`src/rtl/rag_aug_pkg.sv`:
```
// rag_aug_pkg
//   Shared definitions for the prompt stream assembler:
//   - state_e : sequencing states of the assembler FSM
//   - mode_e  : prompt ordering (query-first / context-first)
//   - QUERY_PFX, CONTEXT_PFX, SEP byte arrays and their lengths
//   - const_byte / const_last_idx : lookup helpers for the fixed text
package rag_aug_pkg;

  typedef enum logic [2:0] {
    S_IDLE   = 3'd0,
    S_Q_PFX  = 3'd1,
    S_Q_BODY = 3'd2,
    S_SEP    = 3'd3,
    S_C_PFX  = 3'd4,
    S_D_BODY = 3'd5,
    S_D_SEP  = 3'd6,
    S_DONE   = 3'd7
  } state_e;

  typedef enum logic {
    MODE_QUERY_FIRST   = 1'b0,
    MODE_CONTEXT_FIRST = 1'b1
  } mode_e;

  localparam int QUERY_PFX_LEN   = 7;
  localparam int CONTEXT_PFX_LEN = 9;
  localparam int SEP_LEN         = 2;

  // Element [LEN-1] holds the first character of each constant.
  localparam logic [QUERY_PFX_LEN-1:0][7:0]   QUERY_PFX   = "Query: ";
  localparam logic [CONTEXT_PFX_LEN-1:0][7:0] CONTEXT_PFX = "Context: ";
  localparam logic [SEP_LEN-1:0][7:0]         SEP         = 16'h0A0A;

  // Byte number idx (0 = first) of the fixed text emitted in state st.
  function automatic logic [7:0] const_byte(input state_e st, input logic [3:0] idx);
    logic [7:0] b;
    case (st)
      S_Q_PFX:         b = QUERY_PFX[3'(QUERY_PFX_LEN - 1) - idx[2:0]];
      S_C_PFX:         b = CONTEXT_PFX[4'(CONTEXT_PFX_LEN - 1) - idx];
      S_SEP, S_D_SEP:  b = SEP[~idx[0]];
      default:         b = 8'h00;
    endcase
    return b;
  endfunction

  // Index of the final byte of the fixed text emitted in state st.
  function automatic logic [3:0] const_last_idx(input state_e st);
    logic [3:0] n;
    case (st)
      S_Q_PFX:        n = 4'(QUERY_PFX_LEN - 1);
      S_C_PFX:        n = 4'(CONTEXT_PFX_LEN - 1);
      S_SEP, S_D_SEP: n = 4'(SEP_LEN - 1);
      default:        n = 4'd0;
    endcase
    return n;
  endfunction

endpackage

```
`src/rtl/aug_out_stage.sv`:
```
// aug_out_stage
//   Single register stage driving the assembled prompt stream.
//   Ports: clk, rst_n (async active-low)
//          push_i/data_i/last_i : byte to load (only when free_o is high)
//          ready_i              : downstream ready
//          valid_o/data_o/last_o: registered output beat, held while stalled
//          free_o               : register can accept a byte this cycle
module aug_out_stage (
  input  logic       clk,
  input  logic       rst_n,
  input  logic       push_i,
  input  logic [7:0] data_i,
  input  logic       last_i,
  input  logic       ready_i,
  output logic       valid_o,
  output logic [7:0] data_o,
  output logic       last_o,
  output logic       free_o
);

  logic       valid_q;
  logic [7:0] data_q;
  logic       last_q;

  assign free_o  = !valid_q || ready_i;
  assign valid_o = valid_q;
  assign data_o  = data_q;
  assign last_o  = last_q;

  // Output register: load on push, drop valid once the beat is taken; data/last only change on push.
  always_ff @(posedge clk or negedge rst_n) begin
    if (!rst_n) begin
      valid_q <= 1'b0;
      data_q  <= 8'h00;
      last_q  <= 1'b0;
    end else if (push_i) begin
      valid_q <= 1'b1;
      data_q  <= data_i;
      last_q  <= last_i;
    end else if (ready_i) begin
      valid_q <= 1'b0;
    end
  end

endmodule

```
`src/rtl/prompt_stream_assembler.sv`:
```
// prompt_stream_assembler
//   Builds a RAG prompt byte stream from a query stream, a set of retrieved
//   document streams and fixed prefix/separator text.
//   Ports: clk, rst_n (async active-low)
//          start/mode/doc_mask       : begin a prompt (sampled in IDLE only)
//          q_valid/q_ready/q_last/q_data : query bytes in
//          d_valid/d_ready/d_last/d_data : document bytes in, d_req_idx selects doc
//          o_valid/o_ready/o_last/o_data : assembled prompt out
//          busy, done, truncated, out_length : status
module prompt_stream_assembler
  import rag_aug_pkg::*;
#(
  parameter int NUM_DOCS    = 8,
  parameter int MAX_OUT_LEN = 4096,
  parameter int LEN_W       = $clog2(MAX_OUT_LEN + 1)
) (
  input  logic                        clk,
  input  logic                        rst_n,
  input  logic                        start,
  input  logic                        mode,
  input  logic [NUM_DOCS-1:0]         doc_mask,
  input  logic                        q_valid,
  output logic                        q_ready,
  input  logic                        q_last,
  input  logic [7:0]                  q_data,
  input  logic                        d_valid,
  output logic                        d_ready,
  input  logic                        d_last,
  input  logic [7:0]                  d_data,
  output logic [$clog2(NUM_DOCS)-1:0] d_req_idx,
  output logic                        o_valid,
  input  logic                        o_ready,
  output logic                        o_last,
  output logic [7:0]                  o_data,
  output logic                        busy,
  output logic                        done,
  output logic                        truncated,
  output logic [LEN_W-1:0]            out_length
);

  localparam int IDX_W = $clog2(NUM_DOCS);

  state_e              state_q, state_d;
  mode_e               mode_q, mode_d;
  logic [NUM_DOCS-1:0] mask_q, mask_d;
  logic [IDX_W-1:0]    idx_q, idx_d;
  logic [3:0]          pidx_q, pidx_d;
  logic [LEN_W-1:0]    cnt_q, cnt_d, olen_q, olen_d;
  logic                trunc_q, trunc_d, done_q, done_d;

  logic [IDX_W-1:0] first_idx_s, next_idx_s;
  logic             has_next_s, free_s, const_st_s, step_s, beat_s, in_last_s;
  logic             final_s, emit_s, cap_s, push_s, plast_s;
  logic [7:0]       pdata_s;

  // Lowest included doc of the incoming mask, and next included doc above the current one.
  always_comb begin
    first_idx_s = '0;
    next_idx_s  = '0;
    has_next_s  = 1'b0;
    for (int i = NUM_DOCS - 1; i >= 0; i--) begin
      first_idx_s = doc_mask[i] ? IDX_W'(i) : first_idx_s;
      next_idx_s  = (mask_q[i] && (IDX_W'(i) > idx_q)) ? IDX_W'(i) : next_idx_s;
      has_next_s  = (mask_q[i] && (IDX_W'(i) > idx_q)) ? 1'b1 : has_next_s;
    end
  end

  // Once truncated, inputs are drained unconditionally so upstream never stalls.
  assign q_ready    = (state_q == S_Q_BODY) && (trunc_q || free_s);
  assign d_ready    = (state_q == S_D_BODY) && (trunc_q || free_s);
  assign const_st_s = (state_q == S_Q_PFX) || (state_q == S_SEP) ||
                      (state_q == S_C_PFX) || (state_q == S_D_SEP);
  assign step_s     = const_st_s && (trunc_q || free_s);
  assign beat_s     = (q_valid && q_ready) || (d_valid && d_ready);
  assign in_last_s  = (state_q == S_Q_BODY) ? q_last : d_last;
  // The body beat whose last flag ends the whole prompt.
  assign final_s    = ((state_q == S_Q_BODY) &&
                       ((mode_q == MODE_CONTEXT_FIRST) || (mask_q == '0))) ||
                      ((state_q == S_D_BODY) && !has_next_s &&
                       (mode_q == MODE_QUERY_FIRST));
  assign emit_s     = !trunc_q && (step_s || beat_s);
  assign cap_s      = emit_s && (cnt_q == LEN_W'(MAX_OUT_LEN - 1));
  assign push_s     = emit_s;
  assign plast_s    = cap_s || (beat_s && in_last_s && final_s);
  assign pdata_s    = const_st_s ? const_byte(state_q, pidx_q) :
                      ((state_q == S_Q_BODY) ? q_data : d_data);

  // Next-state sequencing of prefixes, bodies and separators.
  always_comb begin
    state_d = state_q;
    mode_d  = mode_q;
    mask_d  = mask_q;
    idx_d   = idx_q;
    pidx_d  = pidx_q;
    cnt_d   = emit_s ? (cnt_q + LEN_W'(1)) : cnt_q;
    trunc_d = trunc_q || cap_s;
    case (state_q)
      S_IDLE: begin
        if (start) begin
          mode_d  = mode_e'(mode);
          mask_d  = doc_mask;
          idx_d   = first_idx_s;
          pidx_d  = 4'd0;
          cnt_d   = '0;
          trunc_d = 1'b0;
          state_d = (mode && (doc_mask != '0)) ? S_C_PFX : S_Q_PFX;
        end else begin
          state_d = S_IDLE;
        end
      end
      S_Q_PFX, S_SEP, S_C_PFX, S_D_SEP: begin
        if (step_s && (pidx_q == const_last_idx(state_q))) begin
          pidx_d = 4'd0;
          case (state_q)
            S_Q_PFX: state_d = S_Q_BODY;
            S_SEP:   state_d = (mode_q == MODE_QUERY_FIRST) ? S_C_PFX : S_Q_PFX;
            default: state_d = S_D_BODY;
          endcase
        end else if (step_s) begin
          pidx_d = pidx_q + 4'd1;
        end else begin
          pidx_d = pidx_q;
        end
      end
      S_Q_BODY: begin
        if (beat_s && q_last) begin
          state_d = final_s ? S_DONE : S_SEP;
        end else begin
          state_d = S_Q_BODY;
        end
      end
      S_D_BODY: begin
        if (beat_s && d_last && has_next_s) begin
          idx_d   = next_idx_s;
          state_d = S_D_SEP;
        end else if (beat_s && d_last) begin
          state_d = final_s ? S_DONE : S_SEP;
        end else begin
          state_d = S_D_BODY;
        end
      end
      S_DONE:  state_d = S_IDLE;
      default: state_d = S_IDLE;
    endcase
    done_d = (state_d == S_DONE) && (state_q != S_DONE);
    olen_d = done_d ? cnt_d : olen_q;
  end

  // FSM and status registers.
  always_ff @(posedge clk or negedge rst_n) begin
    if (!rst_n) begin
      state_q <= S_IDLE;
      mode_q  <= MODE_QUERY_FIRST;
      mask_q  <= '0;
      idx_q   <= '0;
      pidx_q  <= 4'd0;
      cnt_q   <= '0;
      olen_q  <= '0;
      trunc_q <= 1'b0;
      done_q  <= 1'b0;
    end else begin
      state_q <= state_d;
      mode_q  <= mode_d;
      mask_q  <= mask_d;
      idx_q   <= idx_d;
      pidx_q  <= pidx_d;
      cnt_q   <= cnt_d;
      olen_q  <= olen_d;
      trunc_q <= trunc_d;
      done_q  <= done_d;
    end
  end

  assign d_req_idx  = idx_q;
  assign busy       = (state_q != S_IDLE);
  assign done       = done_q;
  assign truncated  = trunc_q;
  assign out_length = olen_q;

  aug_out_stage u_out (
    .clk     (clk),
    .rst_n   (rst_n),
    .push_i  (push_s),
    .data_i  (pdata_s),
    .last_i  (plast_s),
    .ready_i (o_ready),
    .valid_o (o_valid),
    .data_o  (o_data),
    .last_o  (o_last),
    .free_o  (free_s)
  );

endmodule

```
`config.mk`:
```
export PLATFORM = sky130hd
export DESIGN_NAME = prompt_stream_assembler
export DESIGN_NICKNAME = d
export VERILOG_FILES = /design/src/rtl/rag_aug_pkg.sv /design/src/rtl/aug_out_stage.sv /design/src/rtl/prompt_stream_assembler.sv
export SDC_FILE = /design/constraint.sdc
export NUM_CORES = 1
export LEC_CHECK = 0
export ABC_CLOCK_PERIOD_IN_PS = 2800
export BUFFER_PORTS_ARGS = -buffer_cell sky130_fd_sc_hd__buf_4
export CORE_ASPECT_RATIO = 0.8
export CORE_UTILIZATION = 55
export DETAILED_ROUTE_END_ITERATION = 16
export PLACE_DENSITY = 0.79
export SETUP_SLACK_MARGIN = 0.5
export SLEW_MARGIN = 20
export SYNTH_ARGS = -nofsm -noshare
export SYNTH_HDL_FRONTEND = slang
export SYNTH_HIERARCHICAL = 1
export SYNTH_SLANG_ARGS = --single-unit
export TNS_END_PERCENT = 30
```
`constraint.sdc`:
```
create_clock -name clk -period 2.8 [get_ports clk]
set_clock_uncertainty 0.05 [all_clocks]
set_input_delay 0.56 -clock clk [delete_from_list [all_inputs] [get_ports clk]]
set_output_delay 0.56 -clock clk [all_outputs]
set_load 0.005 [all_outputs]
```
### After elaboration in Yosys (flattened, before gate mapping)

Memories as Yosys holds them, arrays and structs flattened.
Cells that the tools add are included.
Widths: inputs -> output; s select.

* register bits after elaboration: 57
* bits in latches: 0
* bits in writable memories: 0
* memory bits (read-only): 192
* input bits: 33
* output and inout port bits: 31
* logic and storage cells: 154
* memories kept: 2

Memory list
* (no name shown): depth 16, width 8, read ports 1, clocked after memory_dff 0, write ports 0, line rag_aug_pkg.sv:39 `S_C_PFX: b = CONTEXT_PFX[4'(CONTEXT_PFX_LEN - 1) - idx];`
* (no name shown): depth 8, width 8, read ports 1, clocked after memory_dff 0, write ports 0, line rag_aug_pkg.sv:38 `S_Q_PFX: b = QUERY_PFX[3'(QUERY_PFX_LEN - 1) - idx[2:0]];`

* add/subtract/negate cells: 4
* multipliers: 0
* divide/modulo/power cells: 0
* $lt $le $gt $ge: 11
* equal/unequal tests: 14
* shifts and indexed selects: 0
* multiplexer cells: 57
* bitwise logic cells: 2
* reduce and logical (&&, ||, !) cells: 52

Operators with widths (count)
* $mux 3: 26
* $mux 8: 5
* $mux 13: 3
* $logic_and 1x1->1: 26
* $pmux 8 s3: 1
* $mux 4: 4
* $eq 3x3->1 const B: 5
* $pmux 3 s5: 1
* $add 13x1->13 const B: 1
* $eq 13x12->1 const B: 1
* $mux 1: 13
* $gt 3x3->1 const A: 4
* $pmux 3 s2: 2
* $pmux 4 s3: 1
* $logic_or 1x1->1: 11
* $logic_not 8->1: 1
* $pmux 4 s2: 1
* $reduce_bool 8->1: 1
* $eq 3x2->1 const B: 2
* $gt 1x3->1 const A: 2
* $gt 2x3->1 const A: 2
* $ne 3x3->1 const B: 2
* $reduce_and 3->1: 2
* $reduce_bool 2->1: 3
* 17 further kinds: 20

### Depth between registers and ports, before layout

* word-level depth: 20
* depth in mapped cells: 10

### By module

The synthesis kept the hierarchy.

Modules (own cells, without submodules)
* prompt_stream_assembler: instances 1, cells an instance 362, area each 3263.1 µm², sequential area each 1176.1 µm²
* aug_out_stage: instances 1, cells an instance 22, area each 409.1 µm², sequential area each 250.2 µm²

### Least setup slack after synthesis

OpenSTA, ideal clock, no wires.

* path kind: input to register
* start: in doc_mask[5]
* end: reg u_out.last_q, in the netlist u_out/last_o
* library setup time: 0.125 ns
* arrival: 2.342 ns
* data required time: 2.625 ns
* setup slack: 0.283 ns
* stages: 8
* path buffers: 1
* path through: or4_4 o211ai_2 o311ai_0 a211o_2 o211ai_4 buf_12 o21ai_0 mux2_4

RTL lines
* start, declared: line prompt_stream_assembler.sv:21 `input logic [NUM_DOCS-1:0] doc_mask,`
* end signal, assigned: line aug_out_stage.sv:39 `last_q <= last_i;`
* end, declared: line aug_out_stage.sv:23 `logic last_q;`

### Worst setup path after layout

* start: reg pidx_q[0]
* end: reg olen_q[1], in the netlist out_length[1]

* longest elaborated chain between the ends: 6

Ends and longest elaborated chain
* start, declared: line prompt_stream_assembler.sv:47 `logic [3:0] pidx_q, pidx_d;`
* start signal, assigned: line prompt_stream_assembler.sv:166 `pidx_q <= pidx_d;`
* $eq 4x4->1: line prompt_stream_assembler.sv:112 `if (step_s && (pidx_q == const_last_idx(state_q))) begin`
* $logic_and 1x1->1: line prompt_stream_assembler.sv:112
* $mux 3: line prompt_stream_assembler.sv:112
* $pmux 3 s5: line prompt_stream_assembler.sv:97 `case (state_q)`
* $eq 3x3->1: line prompt_stream_assembler.sv:145 `done_d = (state_d == S_DONE) && (state_q != S_DONE);`
* $logic_and 1x1->1: line prompt_stream_assembler.sv:145
* end signal, assigned: line prompt_stream_assembler.sv:168 `olen_q <= olen_d;`
* end, declared: line prompt_stream_assembler.sv:48 `logic [LEN_W-1:0] cnt_q, cnt_d, olen_q, olen_d;`

No other way between the ends.
A chain may end at the register's enable or synchronous reset.

==> reports/results.txt <==
Run status -> finished clean
P&R area growth vs syn -> 31.2%
Detailed Route WL -> 9.78 mm
Clock Sinks -> 57
Worst Tran Pin Value -> 0.729 ns
Vias in the first global route -> 3,171
Gr usage total -> 28.6%
CTS tree -> built
CP delay by family, top -> compound AO/OA/AOI/OAI gates
Vias -> 3,350
PwrDens -> 1040 mW/mm^2
VDD IR max -> 0.000513 V
Post-DP HPWL -> 6.55 mm
Hold Path Class -> input pin to asynchronous set/reset pin
Critical path arrival -> 2.59 ns
Fin crit period -> 2.41 ns
Routed Antenna Nets -> 0
CP peak stage delay -> 0.48 ns
Die Area -> 0.00701 mm^2
Number of max-cap violations -> 0
Syn Std Cell Area -> 0.00367 mm^2
Hold Fails Final Rpt -> 0
Clock buffer depth -> 2
Crit path max-delay cell type -> dfrtp_2
Commonest non-fill, non-tap cell in the layout -> buf_4
GPL Wtd Cong -> 0.934
Main flop type after synthesis -> dfrtp_1
Initial DRT Pass Iterations -> 4
Relative slew slack -> 51.4%
H-tree levels -> 3
Fmax -> 416 MHz
Syn_area_per_cell -> 9.56 um^2
Cell Chain, Critical Path -> xor2_2, a211o_1, a21oi_2, mux2_4, o211ai_4, buf_6, mux2_2
FILL cells -> 462
Period Utilization, post-route -> 85.9%
DRT iter0 DRCs -> 210
Synthesized instance count -> 384
Buf/Inv on CP -> 1
Setup violations, final -> 0
Fin nets -> 507
Worst endpoint required time -> 2.99 ns
Ratio of cells with drive above 1 in the final layout -> 37.7%
Pre-CTS WS -> -0.0118 ns
CTS root buf -> clkbuf_8
RSZ-0062 raised after global routing -> yes
Initial Utilization -> 57.3%
Total number of yosys warnings -> 6
# IOs -> 64
Setup TNS -> 0 ns
Vias per cell -> 5.99
Hold_buf cts -> 0
Port Buf Inserts -> 63
Clock Latency Late Sink -> 0.36 ns
Crit-path max FO -> 5
# diodes -> 0
Worst-path clk slew -> 0.08 ns
Die Width -> 93.4 um
Drt drc -> 0
Leak Pwr -> 2.27 nW
Gr ovfl total -> 0
Startpoint class of the critical path -> register
WS Path Type -> register to register
Number of flops mapped to enable cells by yosys -> 0
Most frequent cells in the layout -> buf_4, dfrtp_1, nand2_1
Die height -> 75.1 um
Largest net degree at the start of global routing -> 58
Asr flop ratio synth -> 100%
Wire length of the first global-routing pass -> 15.2 mm
Cts bufs inserted -> 9
Crit end category -> register
Synth unique cells -> 68
WL/cell -> 17.5 um
Floorplan row count -> 26
Fin worst setup slack -> 0.395 ns
Register area share after synthesis -> 38.8%
Post-synthesis register bit count -> 57
CORE AREA -> 0.00641 mm^2
Mapped Nets -> 421
Antenna violations before repair -> 0
Register-to-Register Setup Slack -> 0.39 ns
Fin. max-slew vios -> 0
Pwr Total -> 5.01 mW
-- report_power, final --
group          internal (mW)  switching [mW]  total, mW
Combinational           1.31            1.33       2.64
Sequential              1.08           0.283       1.37
Clock                  0.642           0.358       1.00
-- routing by layer --
layer / vias to the layer above / wire length, um / GRT usage, %
met5: - / 0 / 0
met4: 0 / 159 / 10.4
met3: 16 / 583 / 7.27
met2: 131 / 4570 / 45.0
met1: 1650 / 4470 / 38.8
li1: 1553 / - / -
-- cells by family after synthesis --
logic type,count (synthesis),share of synthesized area (%)
and+or+nand+nor,140,19.7
AOI/OAI and AO/OA,97,19.8
DFF,57,38.8
buffers and inverters,39,5.45
muxes,31,11.0
xor gates and xnor gates,16,3.82
adders and majority gates,4,1.36
-- sequential cells by signal (all words and copies together) (netlist names), 3 cells and up --
register,flops
cnt_q,13
d_req_idx,3
mask_q,8
out_length,13
pidx_q,4
state_q,3
u_out/data_o,8
-- Yosys cell counts (3+ instances only) --
library cell | number | share of area, %
inv_1 | 17 | 1.7
clkbuf_1 | 7 | 0.72
o21ai_0 | 19 | 2.6
buf_2 | 6 | 0.82
nor2b_1 | 5 | 0.85
buf_6 | 3 | 0.92
mux2i_1 | 6 | 1.6
xnor2_1 | 14 | 3.3
nand2_1 | 44 | 4.5
ha_1 | 4 | 1.4
nand4_1 | 3 | 0.51
dfrtp_1 | 57 | 39
mux2_2 | 8 | 2.5
a211oi_1 | 6 | 1.2
and3_1 | 5 | 0.85
a22o_1 | 3 | 0.72
nor2_1 | 32 | 3.3
o211ai_1 | 4 | 0.82
buf_1 | 3 | 0.31
a2111oi_2 | 6 | 2.5
nor3_1 | 8 | 1.1
a221oi_1 | 3 | 0.72
nand2b_1 | 10 | 1.7
nand3_1 | 11 | 1.5
a21oi_1 | 24 | 3.3
o32a_1 | 3 | 0.82
mux2_4 | 17 | 7.0
-- final timing paths --
| check | startpoint | endpoint | depth (start not counted) |
|---|---|---|---|
| hold reg to reg | out_length[5] | out_length[5] | 1 |
| setup reg to reg | pidx_q[0] | out_length[1] | 7 |
| min in group clk | mode | mode_q | 3 |
| hold / removal | rst_n | pidx_q[3] | 1 |
| setup / recovery | pidx_q[0] | out_length[1] | 7 |
| max in group asynchronous | rst_n | state_q[1] | 1 |
-- cell type report --
class	instances	area [um^2]	share of cell area [%]
clock buffers	12	155	3.22
clock inverters	4	98.8	2.05
inverters	17	66.3	1.38
multi-input cells	288	2210	45.8
flip-flops and latches	57	1430	29.8
well taps	84	105	2.18
repair buffers	97	751	15.6
-- metrics by stage --
step | cells | util [%] | area (um^2) | hold WS [ns]
finish | 559 | 75.2 | 4820 | 0.196
global route | 559 | 75.2 | 4820 | 0.267
CTS | 556 | 74.1 | 4750 | 0.235
detailed placement | 526 | 66.7 | 4270 | 0.445
global placement | 526 | 66.7 | 4270 | 0.433
floorplan | 384 | - | 3700 | 0.214
-- repair_timing --
action                                 CTS  global route
buffers inserted                        14             3
cloned                                   0             0
setup endpoints to repair               25            24
endpoints found under the hold margin    0             0
pin swaps                                5             3
gates resized for setup                 26             9
Power figures use the tool's default switching activity.
